### src/rtl/lmac_fifo_pkg.sv
// Shared helpers for the LMAC FIFO family: wrap-bit pointer compares,
// configuration range checks and the error-flag bit encoding.
package lmac_fifo_pkg;

  localparam int FIFO_ERR_W   = 2;
  localparam int FIFO_ERR_OVF = 0;
  localparam int FIFO_ERR_UDF = 1;

  typedef logic [FIFO_ERR_W-1:0] fifo_err_t;

  // Pointers are ptr_w+1 bits wide; the extra MSB is the wrap bit.
  function automatic logic ptr_empty(input logic [31:0] wp, input logic [31:0] rp,
                                     input int unsigned ptr_w);
    logic [31:0] mask;
    mask = (32'd1 << (ptr_w + 1)) - 32'd1;
    return ((wp ^ rp) & mask) == 32'd0;
  endfunction

  function automatic logic ptr_full(input logic [31:0] wp, input logic [31:0] rp,
                                    input int unsigned ptr_w);
    logic [31:0] mask;
    mask = (32'd1 << (ptr_w + 1)) - 32'd1;
    return ((wp ^ rp) & mask) == (32'd1 << ptr_w);
  endfunction

  function automatic bit fifo_cfg_ok(input int depth, input int ptr_w,
                                     input int afull_th, input int aempty_th);
    return (depth >= 4) && (depth == (1 << ptr_w)) &&
           (afull_th >= 1) && (afull_th <= depth) &&
           (aempty_th >= 0) && (aempty_th <= depth - 1);
  endfunction

endpackage

### src/rtl/sync_fifo_ram.sv
// DEPTH x WIDTH storage with one write port and one registered read port.
// Only the read-data register is reset; the array itself is not.
module sync_fifo_ram #(
  parameter int WIDTH = 8,
  parameter int DEPTH = 16,
  parameter int PTR   = 4
) (
  input  logic             clk,
  input  logic             reset_,
  input  logic             we,
  input  logic [PTR-1:0]   waddr,
  input  logic [WIDTH-1:0] wdata,
  input  logic             re,
  input  logic [PTR-1:0]   raddr,
  output logic [WIDTH-1:0] rdata
);

  logic [WIDTH-1:0] mem [DEPTH];

  always_ff @(posedge clk) begin
    if (we) mem[waddr] <= wdata;
  end

  // Same-address write and read (full FIFO) returns the old word.
  always_ff @(posedge clk or negedge reset_) begin
    if (!reset_)  rdata <= '0;
    else if (re)  rdata <= mem[raddr];
  end

endmodule

### src/rtl/sync_fifo_param.sv
// Single-clock FIFO with exact occupancy, almost-full/empty flags and flush.
// Define SYNC_FIFO_ERR_EN to build the sticky ovf/udf error flags.
module sync_fifo_param
  import lmac_fifo_pkg::*;
#(
  parameter int WIDTH     = 8,
  parameter int DEPTH     = 16,
  parameter int PTR       = 4,
  parameter int AFULL_TH  = DEPTH - 2,
  parameter int AEMPTY_TH = 2
) (
  input  logic             clk,
  input  logic             reset_,
  input  logic             flush,
  input  logic             wren,
  input  logic [WIDTH-1:0] datain,
  output logic             wrfull,
  output logic             wralmfull,
  input  logic             rden,
  output logic [WIDTH-1:0] dataout,
  output logic             dataout_valid,
  output logic             rdempty,
  output logic             rdalmempty,
  output logic [PTR:0]     usedw,
  output logic             ovf,
  output logic             udf
);

  if (!fifo_cfg_ok(DEPTH, PTR, AFULL_TH, AEMPTY_TH)) begin : g_cfg_err
    $error("sync_fifo_param: illegal DEPTH/PTR/threshold combination");
  end

  localparam logic [PTR:0] AFULL_V  = (PTR+1)'(AFULL_TH);
  localparam logic [PTR:0] AEMPTY_V = (PTR+1)'(AEMPTY_TH);

  logic [PTR:0] wr_ptr, rd_ptr, wr_ptr_n, rd_ptr_n, usedw_n;
  logic         wr_acc, rd_acc;

  assign rd_acc   = rden & ~rdempty;
  assign wr_acc   = wren & (~wrfull | rd_acc);
  assign wr_ptr_n = wr_ptr + {{PTR{1'b0}}, wr_acc};
  assign rd_ptr_n = rd_ptr + {{PTR{1'b0}}, rd_acc};
  assign usedw_n  = usedw + {{PTR{1'b0}}, wr_acc} - {{PTR{1'b0}}, rd_acc};

  // Flags are registered from next-state values so they agree with usedw every cycle.
  always_ff @(posedge clk or negedge reset_) begin
    if (!reset_) begin
      wr_ptr        <= '0;
      rd_ptr        <= '0;
      usedw         <= '0;
      wrfull        <= 1'b0;
      wralmfull     <= 1'b0;
      rdempty       <= 1'b1;
      rdalmempty    <= 1'b1;
      dataout_valid <= 1'b0;
    end else if (flush) begin
      wr_ptr        <= '0;
      rd_ptr        <= '0;
      usedw         <= '0;
      wrfull        <= 1'b0;
      wralmfull     <= 1'b0;
      rdempty       <= 1'b1;
      rdalmempty    <= 1'b1;
      dataout_valid <= 1'b0;
    end else begin
      wr_ptr        <= wr_ptr_n;
      rd_ptr        <= rd_ptr_n;
      usedw         <= usedw_n;
      wrfull        <= ptr_full(32'(wr_ptr_n), 32'(rd_ptr_n), PTR);
      rdempty       <= ptr_empty(32'(wr_ptr_n), 32'(rd_ptr_n), PTR);
      wralmfull     <= (usedw_n >= AFULL_V);
      rdalmempty    <= (usedw_n <= AEMPTY_V);
      dataout_valid <= rd_acc;
    end
  end

  sync_fifo_ram #(
    .WIDTH (WIDTH),
    .DEPTH (DEPTH),
    .PTR   (PTR)
  ) u_ram (
    .clk    (clk),
    .reset_ (reset_),
    .we     (wr_acc & ~flush & reset_),
    .waddr  (wr_ptr[PTR-1:0]),
    .wdata  (datain),
    .re     (rd_acc & ~flush),
    .raddr  (rd_ptr[PTR-1:0]),
    .rdata  (dataout)
  );

`ifdef SYNC_FIFO_ERR_EN
  fifo_err_t err_q;

  // Sticky until reset; a flush cycle ignores wren/rden so it cannot set them.
  always_ff @(posedge clk or negedge reset_) begin
    if (!reset_) begin
      err_q <= '0;
    end else if (!flush) begin
      if (wren & wrfull & ~rd_acc) err_q[FIFO_ERR_OVF] <= 1'b1;
      if (rden & rdempty)          err_q[FIFO_ERR_UDF] <= 1'b1;
    end
  end

  assign ovf = err_q[FIFO_ERR_OVF];
  assign udf = err_q[FIFO_ERR_UDF];
`else
  assign ovf = 1'b0;
  assign udf = 1'b0;
`endif

endmodule

### config.mk
export PLATFORM = sky130hd
export DESIGN_NAME = sync_fifo_param
export DESIGN_NICKNAME = d
export VERILOG_FILES = /design/src/rtl/lmac_fifo_pkg.sv /design/src/rtl/sync_fifo_ram.sv /design/src/rtl/sync_fifo_param.sv
export SDC_FILE = /design/constraint.sdc
export NUM_CORES = 1
export LEC_CHECK = 0
export BUFFER_PORTS_ARGS = -buffer_cell sky130_fd_sc_hd__buf_2
export CORE_MARGIN = 2
export CORE_UTILIZATION = 40
export CTS_CLUSTER_SIZE = 10
export DETAILED_ROUTE_END_ITERATION = 10
export GPL_TIMING_DRIVEN = 0
export SYNTH_ARGS = -nofsm -noshare
export SYNTH_HDL_FRONTEND = slang
export SYNTH_SLANG_ARGS = --single-unit
export TNS_END_PERCENT = 5
### constraint.sdc
create_clock -name clk -period 2.32 [get_ports clk]
set_clock_uncertainty 0.2 [all_clocks]
set_input_delay 0.464 -clock clk [delete_from_list [all_inputs] [get_ports clk]]
set_output_delay 0.464 -clock clk [all_outputs]
set_load 0.005 [all_outputs]
* Word level (Yosys, flattened, before mapping) *
Memory sizes are Yosys's and may differ from the RTL's. A register that Yosys moved wholly into a read port is not among the register bits.
Index checks and enable logic that the tools add are counted.

operators by class
  add/subtract/negate cells = 4
  $lt $le $gt $ge = 2
  equality and inequality tests = 1
  multiplexer cells = 10
  bitwise logic cells = 10
  reductions and logical operators = 2

operators with widths
  operator            number
  $logic_not 32->1    1
  $add 5x1->5         3
  $mux 5              3
  $mux 1              7
  $and 1x1->1         5
  $eq 5x5->1 const B  1
  $ge 5x4->1 const B  1
  $le 5x2->1 const B  1
  $sub 5x1->5         1
  $xor 5x5->5         1
  $not 1->1           3
  $logic_not 1->1     1
  $or 1x1->1          1

word-level totals
  register bits = 20
  RAM bits = 128
  input bits = 13
  output and inout bits = 20
  memories kept = 1

memory list
  name       words  width  read ports  clocked after memory_dff  write ports  RTL line             text
  u_ram.mem  16     8      1           1                         1            sync_fifo_ram.sv:18  logic [WIDTH-1:0] mem [DEPTH];

* Depth between registers and ports, before layout *
  depth in word-level cells = 8
  mapped depth = 12

* By module *
Synthesis repeated with hierarchy kept, for this count alone.

second synthesis, totals
  cells, all modules = 339
  area total of the unflattened synthesis = 6394.9 µm²

modules (own cells, without submodules)
  module           times used  cells an instance  area an instance (µm²)  sequential area each (µm²)
  sync_fifo_ram    1           240                5331.4                  4043.9
  sync_fifo_param  1           99                 1063.5                  503.0

* Worst setup path after synthesis *
Ideal clock, no wire load.

  kind = reg-to-reg
  start = register rdempty
  end = register rdalmempty
  library setup time = 79 ps
  arrival time = 2150 ps
  required time = 2041 ps
  path slack = -109 ps
  stages on the path, launching flop included = 12
  period minus slack after synthesis = 2429 ps
  path through = dfstp_2 -> nand2b_1 -> inv_1 -> ha_1 -> inv_1 -> ha_1 -> inv_1 -> fa_1 -> nor2b_1 -> o21a_1 -> or3_1 -> a41o_1

on the way
  word-level cells in the longest chain between the ends = 8

RTL lines
  what                    RTL line               text
  start, declared         sync_fifo_param.sv:22  output logic rdempty,
  start signal, assigned  sync_fifo_param.sv:70  rdempty <= ptr_empty(32'(wr_ptr_n), 32'(rd_ptr_n), PTR);
  $not 1->1 (*)           sync_fifo_param.sv:39  assign rd_acc = rden & ~rdempty;
  $and 1x1->1 (*)         sync_fifo_param.sv:39
  $or 1x1->1              sync_fifo_param.sv:40  assign wr_acc = wren & (~wrfull | rd_acc);
  $and 1x1->1             sync_fifo_param.sv:40
  $add 5x1->5             sync_fifo_param.sv:43  assign usedw_n = usedw + {{PTR{1'b0}}, wr_acc} - {{PTR{1'b0}}, rd_acc};
  $sub 5x1->5 (*)         sync_fifo_param.sv:43
  $le 5x2->1 (*)          sync_fifo_param.sv:72  rdalmempty <= (usedw_n <= AEMPTY_V);
  $mux 1 (*)              sync_fifo_param.sv:56  end else if (flush) begin
  end signal, assigned    sync_fifo_param.sv:72
  end, declared           sync_fifo_param.sv:23  output logic rdalmempty,

Every way passes the cells marked *; elsewhere a longest branch is shown, timed or not.

* Worst setup path after layout *
  start = register rdempty
  end = register wralmfull

on the way
  word-level cells in the longest chain between the ends = 8

RTL lines
  what                  RTL line               text
  $not 1->1 (*)         sync_fifo_param.sv:39
  $and 1x1->1 (*)       sync_fifo_param.sv:39
  $or 1x1->1            sync_fifo_param.sv:40
  $and 1x1->1           sync_fifo_param.sv:40
  $add 5x1->5           sync_fifo_param.sv:43
  $sub 5x1->5 (*)       sync_fifo_param.sv:43
  $ge 5x4->1 (*)        sync_fifo_param.sv:71  wralmfull <= (usedw_n >= AFULL_V);
  $mux 1 (*)            sync_fifo_param.sv:56
  end signal, assigned  sync_fifo_param.sv:71
  end, declared         sync_fifo_param.sv:18  output logic wralmfull,

Marks and branches as above.

==> results by group <==
Floorplanning
  – DIE AREA: 17010 µm²
  – Starting Density: 0.4053
  – Core area: 15770 µm²
  – FP Rows: 46
  – Die Ht: 130.4 µm
  – Die X: 130.4 µm
  – IO Count: 33

Route
  – Initial detailed-routing violation count: 278
  – Avg WL per Cell: 20.65 µm
  – DRC: 0
  – ANT nets after route: 0
  – Final WL: 12970 µm
  – Vias/cell: 5.159
  – First-pass iteration count of the detailed router: 4
  – Total number of vias: 3240

Logic synthesis
  – Syn Area/Cell: 18.86 µm²
  – Xor/xnor share of the synthesized area: 0.02055
  – Synth top area share: 0.6013
  – Synth Area in Simple Gates: 0.05089
  – Register area share after synthesis: 0.7113
  – Yosys cell types: 41
  – Primary FF master, synth: edfxtp_1
  – Yosys Warn Count: 0
  – Multiplexer share of the synthesized area: 0.1490
  – Synthesized area: 6392 µm²
  – Synth Area in Compound Gates: 0.02133
  – Largest family of logic cells by synthesized area: multiplexers
  – Gate count of the mapped netlist: 339
  – Post-synth ARST share: 0.1795
  – Adder-cell share of the synthesized area: 0.02075
  – Synth area leader: edfxtp_1
  – EDFF count, synth: 128
  – Synth area leaders: edfxtp_1 (60%), dfrtp_1 (10%), mux4_1 (6.6%)
  – Flops & latches, synth: 156

Global routing
  – Pin count of the biggest net entering global routing: 27
  – First-pass GRT wire length: 19070 µm
  – GR Overflow Total: 0
  – Initial antenna violation count: 0
  – GRT Total Usage: 0.1618
  – Vias in the first global route: 3265

Setup path
  – CP Capture Type: flop
  – Max stage delay on crit path: 530 ps
  – CP Class: reg2reg
  – CP max FO: 4
  – Reg2reg path depth: 12
  – Worst path depth: 12
  – Critical path, cell by cell: nand2b_4 -> nand2_4 -> nand2_4 -> ha_4 -> inv_4 -> ha_4 -> inv_2 -> fa_2 -> nor2b_1 -> o21a_2 -> nor3_4 -> o32ai_2
  – Top cell family by delay on the critical path: adder cells
  – CP startpoint kind: flop
  – Crit-path slowest cell: dfstp_2
  – Critical path arrival: 2660 ps
  – CP bufs+invs: 2
  – Worst EP required: 2440 ps

Power
  – VDD IR-drop max: 0.5762 mV
  – Leakage: 2.650 nW
  – Pwr Density: 898.3 nW/µm²

STA
  – Max Freq: 393.4 MHz
  – Worst hold slack: 230.1 ps
  – Max Slew Vio Count: 0
  – Rel. slew slack: 0.5019
  – Worst slew pin tran: 747.2 ps
  – Tmin final: 2542 ps
  – RSZ-0062 raised after global routing: true
  – Crit share post-route: 1.096
  – Final setup fails: 58
  – Final hold vios: 0
  – Final WS setup: -221.6 ps
  – Setup_tns: -4693 ps

Clocking
  – CTS Buffer Depth: 2
  – CTS sink count: 156
  – H-Tree Depth: 4
  – CTS tree: built
  – Worst skew pair latency: 430 ps
  – Cts bufs inserted: 17
  – Root Driver: clkbuf_16
  – Worst-path clk slew: 60 ps

Final layout
  – Fin util: 0.4953
  – Inserted Diodes: 0
  – Layout cells sized above 1: 0.3835
  – Fill count: 1335
  – Area of the multi-input gates: 1988 µm²
  – Area Overhead vs Synth: 22.20%
  – Sequential Area: 4547 µm²
  – Layout net count: 422

Hold path
  – Type of the most critical hold path: in2reg
  – Min-Delay Path Depth: 1

Place
  – Global placer's final weighted congestion: 0.7852
  – IO Port Bufs: 30
  – HPWL Detailed: 8285 µm

Run status
  – Violated checks: setup timing
  – Status: complete, but fails checks

Run
  – Number of max-cap violations: 0
-- area by class of cell --
class                           count  area share
Sequential cell                   156      0.5821
Multi-Input combinational cell    154      0.2545
Clock buffer                       17     0.05446
Timing Repair Buffer               40     0.03572
Tap cell                          216     0.03460
Buffer                             19     0.01714
Clock inverter                     15     0.01506
Inverter                           11    0.006407
-- synthesized netlist by cell type, drive strengths merged, types with 2 or more instances --
library cell,instances
mux4,33
ha,9
nor3,13
clkbuf,8
mux2,7
mux2i,7
nand3,5
nand2b,4
dfstp,2
a221o,7
nor2,21
nand2,6
xor2,9
xnor2,6
nand4b,2
nor2b,7
edfxtp,128
inv,11
o21a,2
buf,11
dfrtp,26
-- layer usage --
layer	GRT usage	wire length [µm]	up-vias
met2	0.2624	6458	87
li1	-	-	1459
met5	0	0	-
met1	0.2137	5712	1675
met3	0.03827	530	19
met4	0.06446	269	0
-- where the power goes --
part | leakage (nW) | internal, mW | switching (mW)
sequential | 1.52 | 3.19 | 0.112
clock | 0.253 | 1.38 | 1.13
combinational | 0.882 | 0.609 | 0.602
-- registers in the layout, indices dropped and copies added (netlist names) --
signal	flops
rd_ptr	5
wr_ptr	5
dataout_valid	1
usedw	5
wrfull	1
wralmfull	1
rdempty	1
u_ram.rdata	8
rdalmempty	1
u_ram.mem	128
-- metrics by stage --
stage                     power (mW)  instance area, µm²  worst slack [ps]  std cells
after floorplan                3.921                6409            -91.02        340
after global placement         4.233                6829             -1025        586
after detailed placement       4.264                6829             -1065        586
after CTS                      6.864                7605            -214.6        625
after global routing           7.306                7811            -302.8        628
final                          7.017                7811            -221.6        628
-- cells in the final DEF (no fill, tap or decap), types with 5 or more instances in the layout --
master	synthesis	layout
buf_6	3	7
edfxtp_1	128	128
mux2_2	7	7
dfrtp_1	26	26
clkinvlp_4	0	6
ha_1	9	5
mux4_2	17	17
nor3_1	13	7
clkbuf_16	0	17
nor2_2	0	10
clkbuf_1	8	6
nor2_1	21	9
inv_1	11	7
xor2_2	0	5
mux4_1	16	16
buf_4	2	7
nor3_4	0	6
buf_2	4	32
nor2b_1	7	7
mux2i_1	7	6
a221o_1	7	7
-- kinds of logic (layout without fill, tap and decap cells) --
family / Yosys count / count (layout)
flip-flops: 156 / 156
AO/OA/AOI/OAI: 16 / 16
adder cells (fa/ha/maj): 10 / 10
multiplexers: 47 / 47
other: 1 / 2
XOR/XNOR: 15 / 15
AND/OR/NAND/NOR: 64 / 64
buffers and inverters: 30 / 102
-- worst register-to-register path: stages (launching register included) --
cell	delay [ps]
dfstp_2	530
nand2b_4	140
nand2_4	60
nand2_4	80
ha_4	210
inv_4	50
ha_4	120
inv_2	40
fa_2	360
nor2b_1	130
o21a_2	210
nor3_4	60
o32ai_2	250
-- worst paths after layout --
| check | start | endpoint | slack (ps) |
|---|---|---|---|
| max | rdempty$_DFF_PN1_ | wralmfull$_DFF_PN0_ | -220 |
| min | datain[5] | u_ram.mem[1][5]$_DFFE_PP_ | 230 |
| max reg2reg | rdempty$_DFF_PN1_ | wralmfull$_DFF_PN0_ | -220 |
| min reg2reg | u_ram.rdata[5]$_DFFE_PN0P_ | u_ram.rdata[5]$_DFFE_PN0P_ | 310 |
| max in group asynchronous | reset_ | rd_ptr[0]$_DFF_PN0_ | 1270 |
| min in group asynchronous | reset_ | rdempty$_DFF_PN1_ | 480 |
-- timing repair --
action | in CTS | in global routing
cloned | 0 | 0
endpoints found under the hold margin | 26 | 0
setup endpoints to repair | 140 | 136
hold buffers | 2 | 0
pin swaps | 10 | 10
setup buffers | 5 | 3
resized for setup | 37 | 34
No activity file was read; power rests on OpenSTA's default activity.
